==> config.mk <==
export PLATFORM = sky130hd
export DESIGN_NAME = calc_input_sequencer
export DESIGN_NICKNAME = d
export VERILOG_FILES = /design/src/rtl/calc_pkg.sv /design/src/rtl/calc_edge_detect.sv /design/src/rtl/calc_input_sequencer.sv
export SDC_FILE = /design/constraint.sdc
export NUM_CORES = 1
export LEC_CHECK = 0
export BUFFER_PORTS_ARGS = -buffer_cell sky130_fd_sc_hd__buf_4
export CORE_AREA = 2 2 87 89
export DETAILED_ROUTE_END_ITERATION = 12
export DIE_AREA = 0 0 89 91
export PLACE_DENSITY = 0.77
export SLEW_MARGIN = 20
export SYNTH_ARGS = -nofsm -noshare
export SYNTH_HDL_FRONTEND = slang
export SYNTH_SLANG_ARGS = --single-unit
==> constraint.sdc <==
create_clock -name Clk -period 3.1 [get_ports Clk]
set_clock_uncertainty 0.05 [all_clocks]
set_input_delay 0.62 -clock Clk [delete_from_list [all_inputs] [get_ports Clk]]
set_output_delay 0.62 -clock Clk [all_outputs]
set_load 0.005 [all_outputs]
==> src/rtl/calc_pkg.sv <==
// Shared definitions for the calculator front-end and core:
// one-hot sequencer state encoding, state index constants and opcodes.
package calc_pkg;

    typedef enum logic [7:0] {
        S_IDLE    = 8'b0000_0001,
        S_LOAD_A  = 8'b0000_0010,
        S_LOAD_B  = 8'b0000_0100,
        S_LOAD_OP = 8'b0000_1000,
        S_ISSUE   = 8'b0001_0000,
        S_WAIT    = 8'b0010_0000,
        S_SHOW    = 8'b0100_0000,
        S_TIMEOUT = 8'b1000_0000
    } state_t;

    localparam logic [2:0] IDX_IDLE    = 3'd0;
    localparam logic [2:0] IDX_LOAD_A  = 3'd1;
    localparam logic [2:0] IDX_LOAD_B  = 3'd2;
    localparam logic [2:0] IDX_LOAD_OP = 3'd3;
    localparam logic [2:0] IDX_ISSUE   = 3'd4;
    localparam logic [2:0] IDX_WAIT    = 3'd5;
    localparam logic [2:0] IDX_SHOW    = 3'd6;
    localparam logic [2:0] IDX_TIMEOUT = 3'd7;

    localparam logic [1:0] OP_ADD = 2'b00;
    localparam logic [1:0] OP_SUB = 2'b01;
    localparam logic [1:0] OP_MUL = 2'b10;
    localparam logic [1:0] OP_DIV = 2'b11;

endpackage

==> src/rtl/calc_edge_detect.sv <==
// Rising-edge detector for a synchronized button level.
// Ports: Clk, Reset (async, active-high), Level in, Rise out (one cycle).
module calc_edge_detect (
    input  logic Clk,
    input  logic Reset,
    input  logic Level,
    output logic Rise
);

    logic prev;

    // prev resets high so a button held through reset gives no event
    always_ff @(posedge Clk or posedge Reset) begin
        if (Reset) prev <= 1'b1;
        else       prev <= Level;
    end

    assign Rise = Level & ~prev;

endmodule

==> src/rtl/calc_input_sequencer.sv <==
// Collects A, B and opcode over three Enter presses, drives a Confirm burst,
// waits for Done with a timeout and captures the result.
// Ports: Clk, Reset, Sw, BtnEnter, BtnClear, CalcDone/CalcC/CalcFlag in;
// Ain, Bin, OpCode, Confirm, CalcReset, Result, ResultFlag, ResultValid,
// Busy, Timeout, Step out.
module calc_input_sequencer
    import calc_pkg::*;
#(
    parameter int CONFIRM_PULSES = 4,
    parameter int TIMEOUT_CYCLES = 1024
) (
    input  logic        Clk,
    input  logic        Reset,
    input  logic [15:0] Sw,
    input  logic        BtnEnter,
    input  logic        BtnClear,
    input  logic        CalcDone,
    input  logic [15:0] CalcC,
    input  logic        CalcFlag,
    output logic [15:0] Ain,
    output logic [15:0] Bin,
    output logic [1:0]  OpCode,
    output logic        Confirm,
    output logic        CalcReset,
    output logic [15:0] Result,
    output logic        ResultFlag,
    output logic        ResultValid,
    output logic        Busy,
    output logic        Timeout,
    output logic [2:0]  Step
);

    localparam int PW = $clog2(2 * CONFIRM_PULSES) + 1;
    localparam int TW = $clog2(TIMEOUT_CYCLES) + 1;
    localparam logic [PW-1:0] PLAST = PW'(2 * CONFIRM_PULSES - 1);
    localparam logic [TW-1:0] TLAST = TW'(TIMEOUT_CYCLES - 1);

    state_t        state;
    logic [PW-1:0] pcnt;
    logic [TW-1:0] tcnt;
    logic          enter_ev;
    logic          clear_ev;

    calc_edge_detect u_enter (
        .Clk   (Clk),
        .Reset (Reset),
        .Level (BtnEnter),
        .Rise  (enter_ev)
    );

    calc_edge_detect u_clear (
        .Clk   (Clk),
        .Reset (Reset),
        .Level (BtnClear),
        .Rise  (clear_ev)
    );

    assign Busy = state[IDX_ISSUE] | state[IDX_WAIT];

    always_ff @(posedge Clk or posedge Reset) begin
        if (Reset) begin
            state       <= S_IDLE;
            Step        <= IDX_IDLE;
            pcnt        <= '0;
            tcnt        <= '0;
            Ain         <= '0;
            Bin         <= '0;
            OpCode      <= OP_ADD;
            Confirm     <= 1'b0;
            CalcReset   <= 1'b0;
            Result      <= '0;
            ResultFlag  <= 1'b0;
            ResultValid <= 1'b0;
            Timeout     <= 1'b0;
        end else begin
            Confirm   <= 1'b0;
            CalcReset <= 1'b0;
            if (clear_ev) begin
                state       <= S_IDLE;
                Step        <= IDX_IDLE;
                pcnt        <= '0;
                tcnt        <= '0;
                Ain         <= '0;
                Bin         <= '0;
                OpCode      <= OP_ADD;
                Result      <= '0;
                ResultFlag  <= 1'b0;
                ResultValid <= 1'b0;
                Timeout     <= 1'b0;
                CalcReset   <= 1'b1;
            end else begin
                unique case (1'b1)
                    state[IDX_IDLE]: begin
                        if (enter_ev) begin
                            state <= S_LOAD_A;
                            Step  <= IDX_LOAD_A;
                        end
                    end
                    state[IDX_LOAD_A]: begin
                        if (enter_ev) begin
                            Ain   <= Sw;
                            state <= S_LOAD_B;
                            Step  <= IDX_LOAD_B;
                        end
                    end
                    state[IDX_LOAD_B]: begin
                        if (enter_ev) begin
                            Bin   <= Sw;
                            state <= S_LOAD_OP;
                            Step  <= IDX_LOAD_OP;
                        end
                    end
                    state[IDX_LOAD_OP]: begin
                        if (enter_ev) begin
                            OpCode  <= Sw[1:0];
                            pcnt    <= '0;
                            // first pulse lands in ISSUE cycle 0
                            Confirm <= 1'b1;
                            state   <= S_ISSUE;
                            Step    <= IDX_ISSUE;
                        end
                    end
                    state[IDX_ISSUE]: begin
                        if (pcnt == PLAST) begin
                            tcnt  <= '0;
                            state <= S_WAIT;
                            Step  <= IDX_WAIT;
                        end else begin
                            // odd count now means even cycle next
                            Confirm <= pcnt[0];
                            pcnt    <= pcnt + 1'b1;
                        end
                    end
                    state[IDX_WAIT]: begin
                        if (CalcDone) begin
                            Result      <= CalcC;
                            ResultFlag  <= CalcFlag;
                            ResultValid <= 1'b1;
                            state       <= S_SHOW;
                            Step        <= IDX_SHOW;
                        end else if (tcnt == TLAST) begin
                            Timeout   <= 1'b1;
                            CalcReset <= 1'b1;
                            state     <= S_TIMEOUT;
                            Step      <= IDX_TIMEOUT;
                        end else begin
                            tcnt <= tcnt + 1'b1;
                        end
                    end
                    state[IDX_SHOW]: begin
                        if (enter_ev) begin
                            Confirm     <= 1'b1;
                            ResultValid <= 1'b0;
                            state       <= S_LOAD_A;
                            Step        <= IDX_LOAD_A;
                        end
                    end
                    state[IDX_TIMEOUT]: begin
                        if (enter_ev) begin
                            Timeout <= 1'b0;
                            state   <= S_LOAD_A;
                            Step    <= IDX_LOAD_A;
                        end
                    end
                    default: begin
                        state <= S_IDLE;
                        Step  <= IDX_IDLE;
                    end
                endcase
            end
        end
    end

endmodule
-- After elaboration in Yosys (flattened, before gate mapping)
Cells that the tools add are included.
- output and inout port bits: 59
- logic and storage cells: 117
- flip-flop bits (word level): 83
- add/subtract/negate cells: 2
- bitwise logic cells: 5
- eq/ne operators: 15
- reduce and logical (&&, ||, !) cells: 21
- multiplexer cells: 59
- operator list (cell ; number):
    16-bit 2-to-1 mux ; 8
    8-bit one-hot mux with 8 select lines ; 1
    11-bit 2-to-1 mux ; 4
    8-bit 2-to-1 mux ; 4
    3-bit 2-to-1 mux ; 9
    3-bit by 1-bit != test with 1-bit output (second input constant) ; 8
    11-bit one-hot mux with 2 select lines ; 1
    3-bit one-hot mux with 6 select lines ; 1
    1-bit 2-to-1 mux ; 16
    4-bit 2-to-1 mux ; 4
    2-bit nonzero test ; 6
    3-bit nonzero test ; 4
    11-bit by 1-bit adder with 11-bit output (second input constant) ; 1
    11-bit by 10-bit equality test with 1-bit output (second input constant) ; 1
    2-bit 2-to-1 mux ; 4
    4-bit one-hot mux with 2 select lines ; 1
    2-bit AND reduction ; 4
    4-bit AND reduction ; 2
    7-bit 2-to-1 mux ; 1
    6-bit 2-to-1 mux ; 1
    3-bit by 2-bit != test with 1-bit output (second input constant) ; 2
    3-bit != test (second input constant) ; 2
    1-bit one-hot mux with 2 select lines ; 3
    3-bit AND reduction ; 2
    other kinds (10) ; 12

-- Longest topological paths before layout
- depth after elaboration: 5
- mapped depth: 6

-- Modules after synthesis
From an unflattened synthesis, not the netlist that was laid out.
- cell total of the unflattened synthesis: 376
- area, all modules: 3733.6 um^2
- by module, submodules not included (module ; sequential area each (um^2) ; instances ; area each (um^2) ; cells an instance):
    calc_input_sequencer ; 2028.2 ; 1 ; 3646.0 ; 370
    calc_edge_detect ; 26.3 ; 2 ; 43.8 ; 3

-- Worst setup path before layout
No wires, ideal clock.
- path type: input to register
- from: in BtnEnter
- to: reg Ain[15]
- data required time: 2.972 ns
- data arrival time: 1.569 ns
- slack: 1.403 ns
- path buffers: 2
- stages on the path: 6
- path through: nor2b_1 > buf_2 > nand2_1 > clkbuf_1 > nand2_1 > a21oi_1
- cells in the longest elaborated chain, start to end: 3
- ends and longest elaborated chain (element ; RTL line ; text):
    start: declaration ; calc_input_sequencer.sv:15 ; input logic BtnEnter,
    1-bit bitwise AND ; calc_edge_detect.sv:18 ; assign Rise = Level & ~prev;
    2-bit nonzero test (no source line) ; -- ;
    2-bit AND reduction (no source line) ; -- ;
    end signal: assignment ; calc_input_sequencer.sv:101 ; Ain <= Sw;
    end: declaration ; calc_input_sequencer.sv:20 ; output logic [15:0] Ain,
Every way passes these cells.
A chain may end at the register's enable or synchronous reset.

-- Worst setup path after layout
- from: reg u_clear.prev
- to: reg tcnt[8]
- cells in the longest elaborated chain, start to end: 4
- elaborated cells on any way between the ends: 8
- classes of those cells: eq/ne (3); mux (1); bitwise (2); reduce/logical (2)
- ends and longest elaborated chain (element ; RTL line ; text):
    start: declaration ; calc_edge_detect.sv:10 ; logic prev;
    start signal: assignment ; calc_edge_detect.sv:15 ; else prev <= Level;
    1-bit inverter (*) ; calc_edge_detect.sv:18 ;
    1-bit bitwise AND (*) ; calc_edge_detect.sv:18 ;
    3-bit != test (no source line), or another cell as far along ; -- ;
    4-bit AND reduction (no source line) ; -- ;
    end signal: assignment ; calc_input_sequencer.sv:147 ; tcnt <= tcnt + 1'b1;
    end: declaration ; calc_input_sequencer.sv:40 ; logic [TW-1:0] tcnt;
Mark *: on every way between the ends. The rest lies on a longest branch, timed or not.

==> metrics.md <==
| Metric | Value |
|---|---|
| Num CTS Buffers | 9 |
| Placed insts | 539 |
| #FFs+latches synth | 83 |
| Drt pass-1 iters | 4 |
| Root buffer cell | clkbuf_8 |
| Final hold violations | 0 |
| Startpoint types | flop |
| TNS Setup | 0 ps |
| Clock latency at the later pin of the worst-skew pair | approximately 350 ps |
| Hold-fix buffers at CTS | 0 |
| Syn avg cell area | 10.05 um2 |
| LEAKAGE | 2.191 nW |
| Num ports | just under 100 |
| Adder-cell share of the synthesized area | 0.006937 |
| Total number of vias | 3025 |
| R2r setup slk | 1030 ps |
| Vias in the first global route | between 2k and 3k |
| Hold WC Path Type | in -> async |
| IO buf count | 96 |
| Fillers | 611 |
| Simple-gate area share of the yosys netlist | 0.1863 |
| Multiplexer area fraction after synthesis | 0.005550 |
| Layout area overhead | 27.89% |
| CP delay by family, top | simple AND/OR/NAND/NOR gates |
| Diodes inserted | 0 |
| Cells after Synth | 359 |
| Combinational share of power | 0.123 |
| Synth area leader | dfrtp_1 |
| Unrepaired setup endpoints after global routing | no |
| Mapped Nets | around 400 |
| Setup CP Type | reg -> reg |
| Net load switching power | 0.5877 mW |
| CTS Buffer Depth | 2 |
| Top cells by area, synth | dfrtp_1, nand2_1, a21oi_1, a22o_1, dfstp_2 |
| Die ar. | between 0.008 and 0.009 mm2 |
| Per-cell routed wire length | 15.40 um |
| Nets@finish | 491 |
| Pin count of the biggest net entering global routing | 84 |
| Sequential area share after synthesis | 0.5768 |
| Core area | 0.007137 mm2 |
| Final max-slew violation count | 0 |
| Post-CTS Resized | 0 |
| Status | complete, no violations |
| Layout cells sized above 1 | 0.2851 |
| Htree depth | 3 |
| Height of the die | ~91 um |
| GPL Wtd Cong | 0.8545 |
| Post-DP HPWL | 5914 um |
| CTS tree | done |
| Grt total ovfl | 0 |
| Pre-CTS setup slack | 779.6 ps |
| YS warnings | 0 |
| Critical path peak fanout | 16 |
| Max_cap viols | 0 |
| Worst slew pin tran | 672.5 ps |
| Clock transition at the registers of the reported paths | 90 ps |
| Crit path largest cell delay | 570 ps |
| Compound-Gate Fraction of Synth Area | 0.1880 |
| Flop pwr share | 0.523 |
| Total wire length | 8548 um |
| Width of the die | 89 um |
| Post-CTS setup buffers | 0 |
| GRT Util Overall | 0.2191 |
| Top_reg_cell synth | dfrtp_1 |
| Initial Util | 0.5054 |
| Synth cell types | 47 |
| R2R cell count | 4 |
| Fmax | 482.8 MHz |
| CP endpoint kind | flop |
| Origin of the critical flop-to-flop path | u_clear.prev |
| Sw Ratio | 0.2625 |
| Crit path buffers/inverters | 0 |
| Final non-filler cell total | 555 |
| Power Density | 485.3 mW/mm2 |
| Crit share post-route | 0.6682 |
| Peak supply drop | 0.2973 mV |
| Crit path DAT | 2290 ps |
| Final Critical Period | 2071 ps |
| Share of total power in the clock network | 0.354 |
| CP max stage cell | a2111oi_0 |
| Final ANT Viol Nets | 0 |
| Pint | 1.651 mW |
| EDFF count, synth | 0 |
| Post-layout util | 0.6464 |
| XOR/XNOR share of the synthesized area | 0.002428 |
| Worst R2R End | tcnt[8] |
| DR iter-0 viols | approximately 150 |
| Post-Syn Area | 0.003607 mm2 |
| Critical-path cell list | and2b_1 > nor2_1 > a2111oi_0 > a2bb2oi_1 |
| Vias/cell | 5.450 |
| Async SR Flop Fraction | 1.000 |
| Max_slew headroom | 0.5512 |
| Yosys top cell area share | 0.5550 |
| Final setup margin | 1029 ps |
| Initial antenna violation count | 0 |
| First-pass GRT wire length | 13900 um |
| Rows | 31 |
| Finish-stage setup viols | 0 |
| Largest family of logic cells by synthesized area | compound AO/OA/AOI/OAI gates |
| Clock Sink Count | 83 |
| WP data required | between 3000 and 4000 ps |
| Drt drc | 0 |
[flip-flops by register name, summed over array words and instances (netlist names)]
name,flops
ResultValid,1
Confirm,1
state,8
pcnt,4
CalcReset,1
Timeout,1
ResultFlag,1
tcnt,11
Result,16
u_clear.prev,1
OpCode,2
Bin,16
Step,3
Ain,16
u_enter.prev,1
[synthesized netlist by cell type (all sizes together), types with 2 or more instances]
cell type	n
and2	5
nand2b	4
buf	10
o31a	3
a21oi	44
ha	2
o221a	4
a31oi	9
a2bb2oi	3
nand2	85
a2111oi	4
inv	11
or2	2
nand4	5
clkbuf	9
o22ai	4
and3	5
nand3b	5
dfstp	3
nand3	7
o21ai	6
nor2	7
a22o	17
or3	2
nor3	7
nor2b	3
dfrtp	80
mux2i	2
[worst max path at each step]
| stage | startpoint | to | slack (ps) | depth (start not counted) |
|---|---|---|---|---|
| 2_1_floorplan | Reset | Ain[0] | 300 | 1 |
| 3_3_place_gp | BtnClear | tcnt[5] | 840 | 5 |
| 3_5_place_dp | BtnClear | tcnt[3] | 780 | 5 |
| 4_1_cts | state[4] | Busy | 1040 | 2 |
| 5_1_grt | pcnt[0] | tcnt[3] | 880 | 5 |
| 6_report | u_clear.prev | tcnt[8] | 1030 | 4 |
[layout by cell type (no fill, tap or decap), drive strengths merged, types with 2 or more instances in the layout]
| master | count |
|---|---|
| a21oi | 44 |
| inv | 13 |
| buf | 100 |
| a31oi | 9 |
| o31a | 3 |
| and2 | 5 |
| clkbuf | 10 |
| nand2 | 85 |
| nand2b | 4 |
| o21ai | 6 |
| dfstp | 3 |
| dfrtp | 80 |
| mux2i | 2 |
| and3 | 5 |
| nand4 | 5 |
| a22o | 17 |
| clkinvlp | 2 |
| a2bb2oi | 3 |
| o221a | 4 |
| nand3 | 7 |
| or3 | 2 |
| a2111oi | 4 |
| nand3b | 5 |
| nor2b | 3 |
| or2 | 2 |
| nor2 | 7 |
| nor3 | 7 |
| ha | 2 |
| o22ai | 4 |
[routing by layer]
layer	up-vias	share of wire	global-route usage
li1	1455	-	-
met4	0	0.010	0.05721
met2	106	0.48	0.3427
met3	6	0.082	0.08000
met1	1458	0.43	0.2893
met5	-	0	0
[per-stage QoR]
step | hold slack, ps | total power [mW] | area, um2
global placement | 438.5 | 1.463 | 4414
global route | 293.9 | 2.342 | 4613
detailed placement | 428.0 | 1.469 | 4414
floorplan | 410.4 | 1.319 | 3607
CTS | 313.0 | 2.256 | 4613
finish | 285.2 | 2.239 | 4613
[power groups by stage]
stage               registers [mW]  clock network (mW)  logic, mW
floorplan                     1.19                   0      0.131
global placement              1.19                   0      0.273
detailed placement            1.19                   0      0.278
CTS                           1.17               0.807      0.279
global route                  1.18               0.860      0.304
finish                        1.17               0.794      0.275
[tightest hold or removal path, delay by kind of cell]
family | cells | cell delay (ps)
buffers and inverters | 3 | 510
[cells by family (layout without fill, tap and decap cells)]
kind of cell               count (synthesis)  after routing
xor gates and xnor gates                   1              1
adders and majority gates                  2              2
buffers and inverters                     30            127
DFF                                       83             83
AOI/OAI and AO/OA                        100            100
muxes                                      2              2
and+or+nand+nor                          141            141
[area by class of cell]
| class | count | area (um2) | share of cell area |
|---|---|---|---|
| Sequential cell | 83 | 2081 | 0.4510 |
| Inverter | 11 | 42.54 | 0.009222 |
| Tap cell | 99 | 123.9 | 0.02685 |
| Multi-Input combinational cell | 246 | 1404 | 0.3043 |
| Clock buffer | 10 | 127.6 | 0.02766 |
| Timing Repair Buffer | 100 | 763.2 | 0.1654 |
| Clock inverter | 6 | 71.32 | 0.01546 |
No activity file was read; power rests on OpenSTA's default activity.
